===== config.mk =====
export PLATFORM = sky130hd
export DESIGN_NAME = prog_loader
export DESIGN_NICKNAME = d
export VERILOG_FILES = /design/src/rtl/prog_loader_pkg.sv /design/src/rtl/load_addr_ctr.sv /design/src/rtl/prog_loader.sv
export SDC_FILE = /design/constraint.sdc
export NUM_CORES = 1
export LEC_CHECK = 0
export CELL_PAD_IN_SITES_DETAIL_PLACEMENT = 0
export CELL_PAD_IN_SITES_GLOBAL_PLACEMENT = 1
export CORE_UTILIZATION = 51
export CTS_CLUSTER_DIAMETER = 150
export DETAILED_ROUTE_END_ITERATION = 8
export DONT_BUFFER_PORTS = 1
export GPL_ROUTABILITY_DRIVEN = 0
export PLACE_DENSITY_LB_ADDON = 0.1
export SLEW_MARGIN = 20
export SYNTH_ARGS = -nofsm -noshare
export SYNTH_HDL_FRONTEND = slang
export SYNTH_SLANG_ARGS = --single-unit

===== constraint.sdc =====
create_clock -name clock -period 2.4 [get_ports clock]
set_input_delay 0.36 -clock clock [delete_from_list [all_inputs] [get_ports clock]]
set_output_delay 0.36 -clock clock [all_outputs]
set_load 0.05 [all_outputs]

===== src/rtl/prog_loader_pkg.sv =====
// Shared definitions for the program loader: default widths and FSM state encoding.
package prog_loader_pkg;

  localparam int DEF_ADDR_W = 12;
  localparam int DEF_NIB_W  = 4;

  localparam logic [2:0] ST_IDLE = 3'd0;
  localparam logic [2:0] ST_HI   = 3'd1;
  localparam logic [2:0] ST_LO   = 3'd2;
  localparam logic [2:0] ST_WR   = 3'd3;
  localparam logic [2:0] ST_DONE = 3'd4;

  typedef enum logic [2:0] {
    IDLE = ST_IDLE,
    HI   = ST_HI,
    LO   = ST_LO,
    WR   = ST_WR,
    DONE = ST_DONE
  } state_t;

endpackage


===== src/rtl/load_addr_ctr.sv =====
// Program-memory write address and byte counter for the loader.
module load_addr_ctr #(
  parameter int ADDR_W = 12
) (
  input  logic              clock,
  input  logic              reset,
  input  logic              clr,
  input  logic              inc,
  input  logic              step,
  output logic [ADDR_W-1:0] addr,
  output logic [ADDR_W:0]   count,
  output logic              at_max
);

  localparam logic [ADDR_W-1:0] ADDR_ONE  = {{(ADDR_W-1){1'b0}}, 1'b1};
  localparam logic [ADDR_W:0]   COUNT_ONE = {{ADDR_W{1'b0}}, 1'b1};

  always_ff @(posedge clock or negedge reset) begin
    if (!reset) begin
      addr  <= '0;
      count <= '0;
    end else if (clr) begin
      addr  <= '0;
      count <= '0;
    end else begin
      if (inc)  count <= count + COUNT_ONE;
      if (step) addr  <= addr + ADDR_ONE;
    end
  end

  assign at_max = &addr;

endmodule


===== src/rtl/prog_loader.sv =====
// Loads program bytes from a nibble valid/ready link into program memory, holding the uP in reset meanwhile.
//   state | meaning
//   IDLE  | after reset; uP runs existing memory, waiting for start
//   HI    | waiting for high nibble of the next byte
//   LO    | waiting for low nibble (and nib_last)
//   WR    | one-cycle memory write strobe
//   DONE  | load finished or memory full; waiting for start
module prog_loader
  import prog_loader_pkg::*;
#(
  parameter int ADDR_W = DEF_ADDR_W,
  parameter int NIB_W  = DEF_NIB_W,
  parameter int DATA_W = 2*NIB_W
) (
  input  logic              clock,
  input  logic              reset,
  input  logic              start,
  input  logic              nib_valid,
  input  logic [NIB_W-1:0]  nib_data,
  input  logic              nib_last,
  output logic              nib_ready,
  output logic              mem_we,
  output logic [ADDR_W-1:0] mem_addr,
  output logic [DATA_W-1:0] mem_wdata,
  output logic              cpu_hold,
  output logic              busy,
  output logic              done,
  output logic              overflow,
  output logic [ADDR_W:0]   byte_count
);

  state_t state, state_next;

  logic [NIB_W-1:0] hi_q, lo_q;
  logic             last_q;
  logic             hi_en, lo_en;
  logic             ctr_clr, cnt_inc, addr_step, ovf_set;
  logic             at_max;

  load_addr_ctr #(.ADDR_W(ADDR_W)) u_ctr (
    .clock  (clock),
    .reset  (reset),
    .clr    (ctr_clr),
    .inc    (cnt_inc),
    .step   (addr_step),
    .addr   (mem_addr),
    .count  (byte_count),
    .at_max (at_max)
  );

  always_ff @(posedge clock or negedge reset) begin
    if (!reset) begin
      state    <= IDLE;
      hi_q     <= '0;
      lo_q     <= '0;
      last_q   <= 1'b0;
      overflow <= 1'b0;
    end else begin
      state <= state_next;
      if (hi_en) hi_q <= nib_data;
      if (lo_en) begin
        lo_q   <= nib_data;
        last_q <= nib_last;
      end
      if (ctr_clr)      overflow <= 1'b0;
      else if (ovf_set) overflow <= 1'b1;
    end
  end

  always_comb begin
    state_next = state;
    hi_en      = 1'b0;
    lo_en      = 1'b0;
    ctr_clr    = 1'b0;
    cnt_inc    = 1'b0;
    addr_step  = 1'b0;
    ovf_set    = 1'b0;
    case (state)
      IDLE, DONE: begin
        if (start) begin
          ctr_clr    = 1'b1;
          state_next = HI;
        end
      end
      HI: begin
        if (nib_valid) begin
          hi_en      = 1'b1;
          state_next = LO;
        end
      end
      LO: begin
        if (nib_valid) begin
          lo_en      = 1'b1;
          state_next = WR;
        end
      end
      WR: begin
        cnt_inc = 1'b1;
        if (last_q) begin
          state_next = DONE;
        end else if (at_max) begin
          // Memory full without nib_last: stop at the top address rather than wrap.
          ovf_set    = 1'b1;
          state_next = DONE;
        end else begin
          addr_step  = 1'b1;
          state_next = HI;
        end
      end
      default: state_next = IDLE;
    endcase
  end

  assign nib_ready = (state == HI) || (state == LO);
  assign mem_we    = (state == WR);
  assign mem_wdata = {hi_q, lo_q};
  assign busy      = (state == HI) || (state == LO) || (state == WR);
  assign cpu_hold  = busy;
  assign done      = (state == DONE);

endmodule


==> run_results.csv, run 1 <==
group,metric,value,unit
outcome,run_status,"finished, final reports clean",
flow_run,maxCapViolCount,0,
floorplanning,floorplan.io_pins,48,
setup_path,critical_path_type,"flip-flop to output port",
routing,drtAntennaViolNets,0,
routing,wl_per_cell,15.7,um
timing,max_slew_margin,59.5,%
logic_synthesis,ys_ff_latch,38,
clock_network,clock-root-buffer,"clkbuf_8",
clock_network,ctsHtreeMaxLevel,2,
routing,met3_length,277,um
setup_path,worst_setup_path_start_kind,"flip-flop",
routing,via_count,1479,
setup_path,crit_path_end,"mem_we",
routing,via_per_instance_ratio,5.87,
routing,met1_routed_wirelength_after_detailed_routing,1.85,mm
global_route,number_of_global_route_vias_before_repair,1434,
routing,wl,3.96,mm
setup_path,critical_path_required,2040,ps
floorplanning,initial_core_util,55.0,%
floorplanning,die_x,62.9,um
routing,met2WireLength,1.83,mm
hold_path,min-delay-path-class,"primary input to flip-flop",
routing,initialDrtViolationCount,142,
setup_path,cp_cell_sequence,"nand3b_1, inv_1",
setup_path,critical_path.endpoint_type,"output port",
floorplanning,die_y,62.9,um
clock_network,tritoncts,"done",
timing,finalClockSkew,14.2,ps
power_and_ir_drop,power.density,1090,nW/um2
floorplanning,row_count,21,
logic_synthesis,post_synth_fa_ha_maj_area_fraction,1.32,%
global_route,global_router_s_overall_resource_usage,22.1,%
clock_network,cts_setup_buffers,0,
routing,drc,0,
setup_path,cp_top_delay_family,"buffers and inverters",
global_route,grt_first_pass_wirelength,6.87,mm
global_route,grt_start_max_net_pins,39,
floorplanning,core_region_area,3440,um2
clock_network,cells_resized_by_post_cts_repair,0,
clock_network,clock_tree.buffer_depth,2,
global_route,initial_antenna_violation_count,0,
timing,fmax,494,MHz
layout,final_net_count,216,
timing,period_minus_slack,2030,ps
clock_network,clock_latency,290,ps
setup_path,timing.rr.start,"u_ctr.addr[3]",
logic_synthesis,synth_compound_area_share,9.19,%
global_route,grt_overflow_total,0,
logic_synthesis,synthesis.area_per_instance,10.5,um2
setup_path,cell_with_the_largest_stage_delay_on_the_worst_path,"inv_1",
setup_path,regToRegEndpoint,"state[0]",
logic_synthesis,synth_area,1890,um2
logic_synthesis,synth-xor-area-share,5.09,%
logic_synthesis,synth.area.mux_share,7.01,%
hold_path,timing.hold.worst_path_depth,1,
logic_synthesis,mappedNetlistNets,191,
setup_path,critical_path_arrival,1670,ps
timing,hold-worst-slack,227,ps
timing,hold_viol_final,0,
setup_path,setup.worst_path.start,"state[2]",
setup_path,cp_num_cells,2,
setup_path,path_buf_inv,1,
power_and_ir_drop,power.ir.vdd_worst,1.05,mV
layout,post_route_cells_drive_above_1_share,22.8,%
timing,timing.setup.tns,0,ps
routing,top_signal_layer_used,"met4",
floorplanning,die_area,3960,um2
logic_synthesis,synth_top_family_by_area,"simple AND/OR/NAND/NOR gates",
timing,layout_worst_path_cycle_share,84.4,%
hold_path,timing.hold.worst.start,"nib_last",
logic_synthesis,post_synth_num_cell_types,39,
timing,finalSetupViolCount,0,
timing,timing.final.max_slew_violations,0,
logic_synthesis,ys.warnings.count,0,
timing,worst_pin_slew,607,ps
logic_synthesis,postSynthCellCount,180,
logic_synthesis,synth-simple-area-share,22.9,%
power_and_ir_drop,static-leakage-power,0.973,nW
setup_path,worstRegToRegCells,4,
setup_path,critPathMaxStageDelay,480,ps
placed_design,place.detailed.hpwl,2.88,mm
clock_network,cts_sinks,38,
placed_design,port_buffers,0,
timing,rsz_0062_raised_after_global_routing,"false",
routing,drt-pass1-iter-count,4,
layout,layout-area-overhead-vs-synth,16.8,%
setup_path,cp_max_fo,12,
clock_network,clock_pin_slew_worst_setup_and_hold_paths,60,ps
layout,number_of_diodes,0,
clock_network,cts_inserted_buffers,5,
logic_synthesis,synth_sequential_area_ratio,50.2,%
setup_path,reg2reg_setup_slack,530,ps
## cells in the final DEF (no fill, tap or decap), types with 2 or more instances in the layout
cell and count:
dfrtp_1 38, buf_4 24, nor2_1 18, nand2_1 10, xnor2_1 10, mux2_2 10
a21oi_1 9, nand3_1 9, o31ai_1 7, inv_1 6, nor4_1 6, nor3_1 6
nand4_1 5, clkbuf_8 5, nand2b_1 4, o211ai_1 4, or4_1 3, nand3b_1 2
nor3_2 2, o21ai_0 2, and4_1 2, mux2i_1 2, ha_1 2, clkbuf_1 2
## worst min path at each step
stage | to | slack [ps]
finish | last_q | 230
global route | lo_q[1] | 210
CTS | last_q | 220
detailed placement | u_ctr.count[12] | 70
global placement | u_ctr.count[12] | 70
floorplan | hi_q[0] | 60
## cell usage after synthesis
| master | instances | area share, % |
|---|---|---|
| o2bb2ai_1 | 1 | 0.46 |
| nand4_2 | 1 | 0.66 |
| ha_1 | 2 | 1.3 |
| xnor2_1 | 10 | 4.6 |
| nand4b_1 | 1 | 0.46 |
| nor4_1 | 6 | 2.0 |
| nor2_1 | 19 | 3.8 |
| nand2b_1 | 4 | 1.3 |
| inv_1 | 6 | 1.2 |
| and4b_1 | 1 | 0.53 |
| nand3b_1 | 2 | 0.79 |
| nor3_1 | 6 | 1.6 |
| and2_1 | 1 | 0.33 |
| buf_4 | 3 | 1.2 |
| or2_1 | 1 | 0.33 |
| o211ai_2 | 1 | 0.66 |
| and4bb_1 | 1 | 0.66 |
| clkbuf_1 | 1 | 0.20 |
| mux2i_1 | 2 | 1.1 |
| nand2_1 | 10 | 2.0 |
| nand4_1 | 5 | 1.7 |
| o31ai_1 | 7 | 2.8 |
| nand2_4 | 1 | 0.59 |
| and4_1 | 2 | 0.93 |
| nor3_2 | 2 | 1.1 |
| o32ai_1 | 1 | 0.46 |
| or4_1 | 3 | 1.2 |
| a21oi_1 | 9 | 2.4 |
| buf_2 | 2 | 0.53 |
| and3_1 | 1 | 0.33 |
| o21ai_0 | 2 | 0.53 |
| mux2_2 | 10 | 5.9 |
| xor2_1 | 1 | 0.46 |
| nand3_1 | 9 | 2.4 |
| dfrtp_1 | 38 | 50 |
| a31oi_1 | 1 | 0.33 |
| o211ai_1 | 4 | 1.6 |
| buf_6 | 2 | 1.2 |
| or3_1 | 1 | 0.33 |
## flip-flops by register name, summed over array words and instances (netlist names)
register     cells
hi_q             4
last_q           1
lo_q             4
overflow         1
state            3
u_ctr.addr      12
u_ctr.count     13
## where the power goes
group | switching (mW) | leakage [nW] | internal [mW]
clock network | 0.215 | 0.0524 | 0.311
logic | 0.495 | 0.414 | 0.245
registers | 0.381 | 0.506 | 0.761
## worst reg2reg max path, cell delays in order, from the launching register on
cell     delay, ps
dfrtp_1        690
nand4_1        180
nor3_2         430
nor3_1         190
or2_1          260
## cells by family (layout without fill, tap and decap cells)
kind of cell,after synthesis,count (layout)
simple gates,77,77
flops,38,38
compound gates,26,26
buf+inv,14,40
mux,12,12
xor+xnor,11,11
fa+ha+maj,2,2
## metrics by stage
stage	cell area, um2	std cells	util, %	setup slack (ps)	total power [mW]
2_1_floorplan	1890	180	-	520	1.74
3_3_place_gp	2070	242	60.3	656	1.86
3_5_place_dp	2070	242	60.3	558	1.88
4_1_cts	2210	252	64.2	360	2.43
5_1_grt	2210	252	64.2	270	2.52
6_report	2210	252	64.2	375	2.41
## metal layers
layer | track usage (%) | up-vias
met5 | 0 | -
met2 | 31.9 | 52
li1 | - | 705
met3 | 8.03 | 2
met4 | 4.94 | 0
met1 | 31.4 | 720
## layout make-up
| cell class | instances | area [um2] |
|---|---|---|
| flip-flops and latches | 38 | 951 |
| multi-input cells | 128 | 863 |
| clock inverters | 1 | 30.0 |
| repair buffers | 26 | 210 |
| well taps | 46 | 57.6 |
| inverters | 6 | 22.5 |
| fillers | 288 | 1230 |
| clock buffers | 7 | 76.3 |
## timing repair
item / 4_1_cts / 5_1_grt
endpoints found under the setup margin: 0 / 0
hold endpoints to repair: 38 / 0
hold buffers: 2 / 0
No activity file was read; power rests on OpenSTA's default activity.
==> inputs of run 2 (changes only) <==
--- a/config.mk
+++ b/config.mk
@@ -7,7 +7,7 @@
 export LEC_CHECK = 0
 export CELL_PAD_IN_SITES_DETAIL_PLACEMENT = 0
 export CELL_PAD_IN_SITES_GLOBAL_PLACEMENT = 1
-export CORE_UTILIZATION = 51
+export CORE_UTILIZATION = 43
 export CTS_CLUSTER_DIAMETER = 150
 export DETAILED_ROUTE_END_ITERATION = 8
 export DONT_BUFFER_PORTS = 1
==> constraint.sdc (replaced) <==
create_clock -name clock -period 1.7 [get_ports clock]
set_input_delay 0.255 -clock clock [delete_from_list [all_inputs] [get_ports clock]]
set_output_delay 0.255 -clock clock [all_outputs]
set_load 0.05 [all_outputs]
==> run_results.csv, run 2 (same netlist as run 1, synthesis figures left out) <==
group,metric,value,unit
placed_design,dp_slack,49.3,ps
layout,layout_commonest_cell,"buf_4",
placed_design,place.detailed.hpwl,3.11,mm
power_and_ir_drop,post-layout-total-power,3.45,mW
clock_network,cts_inserted_buffers,5,
floorplanning,die_area,4670,um2
clock_network,clock-root-buffer,"clkbuf_8",
layout,final_net_count,233,
clock_network,clock_tree.buffer_depth,2,
timing,worst_pin_slew,503,ps
power_and_ir_drop,static-leakage-power,1.06,nW
global_route,number_of_global_route_vias_before_repair,1553,
floorplanning,core_region_area,4120,um2
placed_design,detailed_place.area,2230,um2
setup_path,critical_path_arrival,1390,ps
layout,max_flop_register,"u_ctr.count",
timing,timing.setup.tns,0,ps
routing,wl_per_cell,15.7,um
clock_network,clock_latency,290,ps
layout,biggestRegsByFlops,"u_ctr.count x13, u_ctr.addr x12",
timing,period_minus_slack,1650,ps
floorplanning,die_y,68.4,um
clock_network,clock_pin_slew_worst_setup_and_hold_paths,70,ps
timing,timing.final.max_slew_violations,0,
power_and_ir_drop,power.switching_fraction,45.9,%
setup_path,critPathMaxStageDelay,460,ps
clock_network,ctsHtreeMaxLevel,2,
setup_path,path_buf_inv,2,
layout,largest_register_ffs,13,
routing,via_count,1520,
timing,finalClockSkew,8.08,ps
clock_network,cts_sinks,38,
layout,post_route_cells_drive_above_1_share,35.4,%
setup_path,critical_path.endpoint_type,"output port",
timing,fmax,606,MHz
outcome,run_status,"finished, final reports clean",
floorplanning,die_x,68.4,um
timing,hold_viol_final,0,
routing,drt-pass1-iter-count,4,
power_and_ir_drop,power_switching,1.58,mW
routing,drc,0,
global_route,grt_start_max_net_pins,39,
power_and_ir_drop,power.ir.vdd_worst,1.16,mV
setup_path,worst_setup_path_start_kind,"flip-flop",
floorplanning,initial_core_util,46.0,%
setup_path,critical_path_type,"flip-flop to output port",
power_and_ir_drop,cellInternalPower,1.87,mW
setup_path,setup.worst_path.start,"state[1]",
layout,num-fill-cells,360,
layout,number_of_diodes,0,
hold_path,timing.hold.worst.start,"nib_data[2]",
global_route,grt_first_pass_wirelength,7.08,mm
routing,via_per_instance_ratio,5.57,
placed_design,total_placed_cells_including_tap_cells,262,
layout,finalCoreUtilization,57.7,%
global_route,global_router_s_overall_resource_usage,20.9,%
routing,wl,4.29,mm
hold_path,min-delay-path-class,"primary input to flip-flop",
layout,regArea,963,um2
floorplanning,row_count,23,
timing,max_slew_margin,66.5,%
setup_path,cp_cell_sequence,"buf_4, nor2_2, and2_4, buf_6",
timing,final_critical_path_setup_slack,51.0,ps
layout,layoutNonFillerInstCount,273,
setup_path,timing.rr.start,"u_ctr.addr[1]",
floorplanning,floorplan.io_pins,48,
power_and_ir_drop,pwr-share-seq,46.3,%
global_route,initial_antenna_violation_count,0,
layout,layout-area-overhead-vs-synth,25.4,%
routing,drtAntennaViolNets,0,
setup_path,cp_top_delay_family,"flip-flops",
power_and_ir_drop,power.density,1450,nW/um2
timing,finalSetupViolCount,0,
placed_design,port_buffers,0,
setup_path,cell_with_the_largest_stage_delay_on_the_worst_path,"dfrtp_2",
routing,initialDrtViolationCount,74,
layout,mostFrequentLayoutCells,"39 x buf_4, 28 x dfrtp_1, 17 x nor2_1",
power_and_ir_drop,power.combinational.fraction,35.3,%
power_and_ir_drop,part_of_the_total_power_dissipated_in_the_clock_network,18.5,%
flow_run,maxCapViolCount,0,
layout,final_area,2370,um2
layout,multiInputGateArea,880,um2
setup_path,cp_max_fo,9,
timing,hold-worst-slack,117,ps
timing,layout_worst_path_cycle_share,97.0,%
global_route,grt_overflow_total,0,
clock_network,tritoncts,"done",
setup_path,critical_path_required,1440,ps
[run 2: power by group through the flow]
stage / registers, mW / clock network, mW / logic, mW
after floorplan: 1.68 / 0 / 0.804
after global placement: 1.60 / 0 / 1.15
after detailed placement: 1.61 / 0 / 1.17
after CTS: 1.59 / 0.652 / 1.22
after global routing: 1.62 / 0.700 / 1.30
final: 1.60 / 0.637 / 1.22
[run 2: path summary, 6_finish.rpt]
| kind | end | slack [ps] | cells after the start |
|---|---|---|---|
| worst max-delay path | done | 50 | 4 |
| worst min-delay path | hi_q[2] | 120 | 1 |
| worst max register to register | state[0] | 100 | 6 |
| worst min register to register | u_ctr.addr[6] | 540 | 1 |
| max in group asynchronous | state[1] | 1070 | 2 |
| min in group asynchronous | u_ctr.count[11] | 420 | 2 |
[run 2: routing by layer]
| layer | global-route usage, % | vias up | wire (um) |
|---|---|---|---|
| met5 | 0 | - | 0 |
| met1 | 25.3 | 741 | 1940 |
| met2 | 35.5 | 37 | 2090 |
| li1 | - | 737 | - |
| met4 | 7.29 | 0 | 46 |
| met3 | 5.33 | 5 | 209 |
[run 2: repair_timing]
action | CTS | global route
setup buffers | 1 | 0
hold buffers | 2 | 0
endpoints found under the hold margin | 38 | 0
endpoints found under the setup margin | 2 | 8
pin swaps | 1 | 0
resized for setup | 2 | 5
[run 2: worst reg2reg max path: stages (launching register included)]
cell	delay, ps
dfrtp_2	360
ha_1	210
nand4_1	170
nor3_4	300
nor3_1	80
buf_4	150
or2_1	220
[run 2: layout make-up]
| cell class | instances | share of cell area [%] |
|---|---|---|
| Sequential cell | 38 | 40.6 |
| Multi-Input combinational cell | 128 | 37.1 |
| Timing Repair Buffer | 43 | 14.9 |
| Clock buffer | 7 | 3.64 |
| Tap cell | 50 | 2.64 |
| Inverter | 6 | 0.949 |
| Clock inverter | 1 | 0.211 |
==> inputs of run 3 (changes only) <==
--- a/config.mk
+++ b/config.mk
@@ -13,6 +13,7 @@
 export DONT_BUFFER_PORTS = 1
 export GPL_ROUTABILITY_DRIVEN = 0
 export PLACE_DENSITY_LB_ADDON = 0.1
+export SKIP_CTS_REPAIR_TIMING = 1
 export SLEW_MARGIN = 20
 export SYNTH_ARGS = -nofsm -noshare
 export SYNTH_HDL_FRONTEND = slang
==> constraint.sdc (replaced) <==
create_clock -name clock -period 1.5 [get_ports clock]
set_input_delay 0.225 -clock clock [delete_from_list [all_inputs] [get_ports clock]]
set_output_delay 0.225 -clock clock [all_outputs]
set_load 0.05 [all_outputs]
==> run_results.csv, run 3 (same netlist as run 1, synthesis figures left out) <==
group,metric,value,unit
outcome,run_status,"finished with violations",
outcome,failed_checks,"setup timing",
hold_path,min-delay-path-class,"primary input to flip-flop",
setup_path,critical_path.endpoint_type,"output port",
flow_run,maxCapViolCount,0,
floorplanning,floorplan.io_pins,48,
timing,finalClockSkew,4.92,ps
layout,max_flop_register,"u_ctr.count",
layout,largest_register_ffs,13,
layout,biggestRegsByFlops,"u_ctr.count x13, u_ctr.addr x12",
layout,mostFrequentLayoutCells,"49 x buf_4, 20 x dfrtp_1, 18 x dfrtp_2",
global_route,number_of_global_route_vias_before_repair,1572,
routing,wl_per_cell,15.8,um
layout,final_net_count,252,
power_and_ir_drop,post-layout-total-power,4.40,mW
setup_path,setup.worst_path.start,"state[0]",
clock_network,cts_sinks,38,
timing,finalSetupViolCount,4,
clock_network,clock_pin_slew_worst_setup_and_hold_paths,70,ps
floorplanning,row_count,23,
timing,rsz_0062_raised_after_global_routing,"true",
setup_path,worstRegToRegCells,4,
routing,via_count,1607,
setup_path,timing.rr.start,"state[2]",
clock_network,clock-root-buffer,"clkbuf_8",
setup_path,cp_max_fo,5,
layout,post_route_cells_drive_above_1_share,49.6,%
clock_network,tritoncts,"done",
global_route,initial_antenna_violation_count,0,
timing,final_critical_path_setup_slack,-29.7,ps
floorplanning,die_area,4670,um2
timing,fmax,654,MHz
setup_path,critical_path_type,"flip-flop to output port",
layout,num-fill-cells,332,
floorplanning,initial_core_util,46.0,%
floorplanning,die_y,68.4,um
timing,period_minus_slack,1530,ps
placed_design,port_buffers,0,
timing,max_slew_margin,66.7,%
floorplanning,core_region_area,4120,um2
layout,number_of_diodes,0,
timing,worst_pin_slew,499,ps
routing,initialDrtViolationCount,66,
setup_path,reg2reg_setup_slack,-10,ps
routing,drtAntennaViolNets,0,
floorplanning,die_x,68.4,um
placed_design,place.detailed.hpwl,3.23,mm
global_route,grt_first_pass_wirelength,6.87,mm
global_route,grt_overflow_total,0,
layout,layout_commonest_cell,"buf_4",
power_and_ir_drop,power.density,1630,nW/um2
routing,wl,4.61,mm
routing,via_per_instance_ratio,5.50,
routing,drt-pass1-iter-count,4,
timing,timing.final.max_slew_violations,0,
layout,layoutNonFillerInstCount,292,
global_route,global_router_s_overall_resource_usage,20.1,%
timing,hold_viol_final,0,
setup_path,crit_path_end,"nib_ready",
global_route,grt_start_max_net_pins,39,
clock_network,ctsHtreeMaxLevel,2,
clock_network,cts_inserted_buffers,5,
clock_network,clock_latency,290,ps
clock_network,clock_tree.buffer_depth,2,
timing,layout_worst_path_cycle_share,102,%
setup_path,worst_setup_path_start_kind,"flip-flop",
placed_design,total_placed_cells_including_tap_cells,277,
setup_path,critical_path_arrival,1300,ps
power_and_ir_drop,static-leakage-power,1.20,nW
setup_path,regToRegEndpoint,"u_ctr.addr[7]",
layout,layout-area-overhead-vs-synth,43.0,%
power_and_ir_drop,power.ir.vdd_worst,1.42,mV
setup_path,critical_path_required,1270,ps
routing,drc,0,
run 3: worst max-delay path, cell delays in order (launching register included):
cell and delay [ps]:
dfrtp_1 400, buf_6 140, nand2b_4 160, a21oi_4 170
buf_12 150
run 3: metrics by stage:
step / util [%] / area [um2] / hold WS [ps] / TNS [ps] / setup slack (ps)
2_1_floorplan: - / 1960 / -70.6 / -283 / -188
3_3_place_gp: 59.0 / 2430 / -69.8 / -22.4 / -22.4
3_5_place_dp: 59.0 / 2430 / -69.7 / -159 / -67.1
4_1_cts: 61.3 / 2520 / -384 / -912 / -221
5_1_grt: 65.8 / 2710 / 70.9 / -873 / -87.2
6_report: 65.8 / 2710 / 81.8 / -55.8 / -29.7
run 3: layout make-up:
cell class              instances  area, um2  area share [%]
inverters                       6       25.0           0.925
well taps                      50       62.6            2.31
multi-input cells             128        986            36.4
clock buffers                   6       82.6            3.05
repair buffers                 62        564            20.9
flip-flops and latches         38        973            36.0
clock inverters                 2       12.5           0.462
run 3: worst min-delay path by stage:
stage                 from             end  cells past startpoint
6_report       nib_data[3]         hi_q[3]                      1
5_1_grt        nib_data[1]         hi_q[1]                      1
4_1_cts              reset  u_ctr.count[6]                      0
3_5_place_dp         reset  u_ctr.count[6]                      0
3_3_place_gp         reset  u_ctr.count[6]                      0
2_1_floorplan        reset         hi_q[0]                      0
run 3: layer usage:
layer | vias up | share of wire [%] | GRT usage [%]
met1 | 784 | 43 | 24.8
met2 | 43 | 51 | 33.6
met3 | 6 | 5.2 | 5.83
met5 | - | 0 | 0
li1 | 774 | - | -
met4 | 0 | 1.0 | 6.25
run 3: report_power, final:
part,total (mW),internal [mW],switching (mW),leakage (nW)
Clock,0.731,0.369,0.362,0.0472
Sequential,1.78,1.23,0.550,0.477
Combinational,1.90,0.869,1.03,0.671
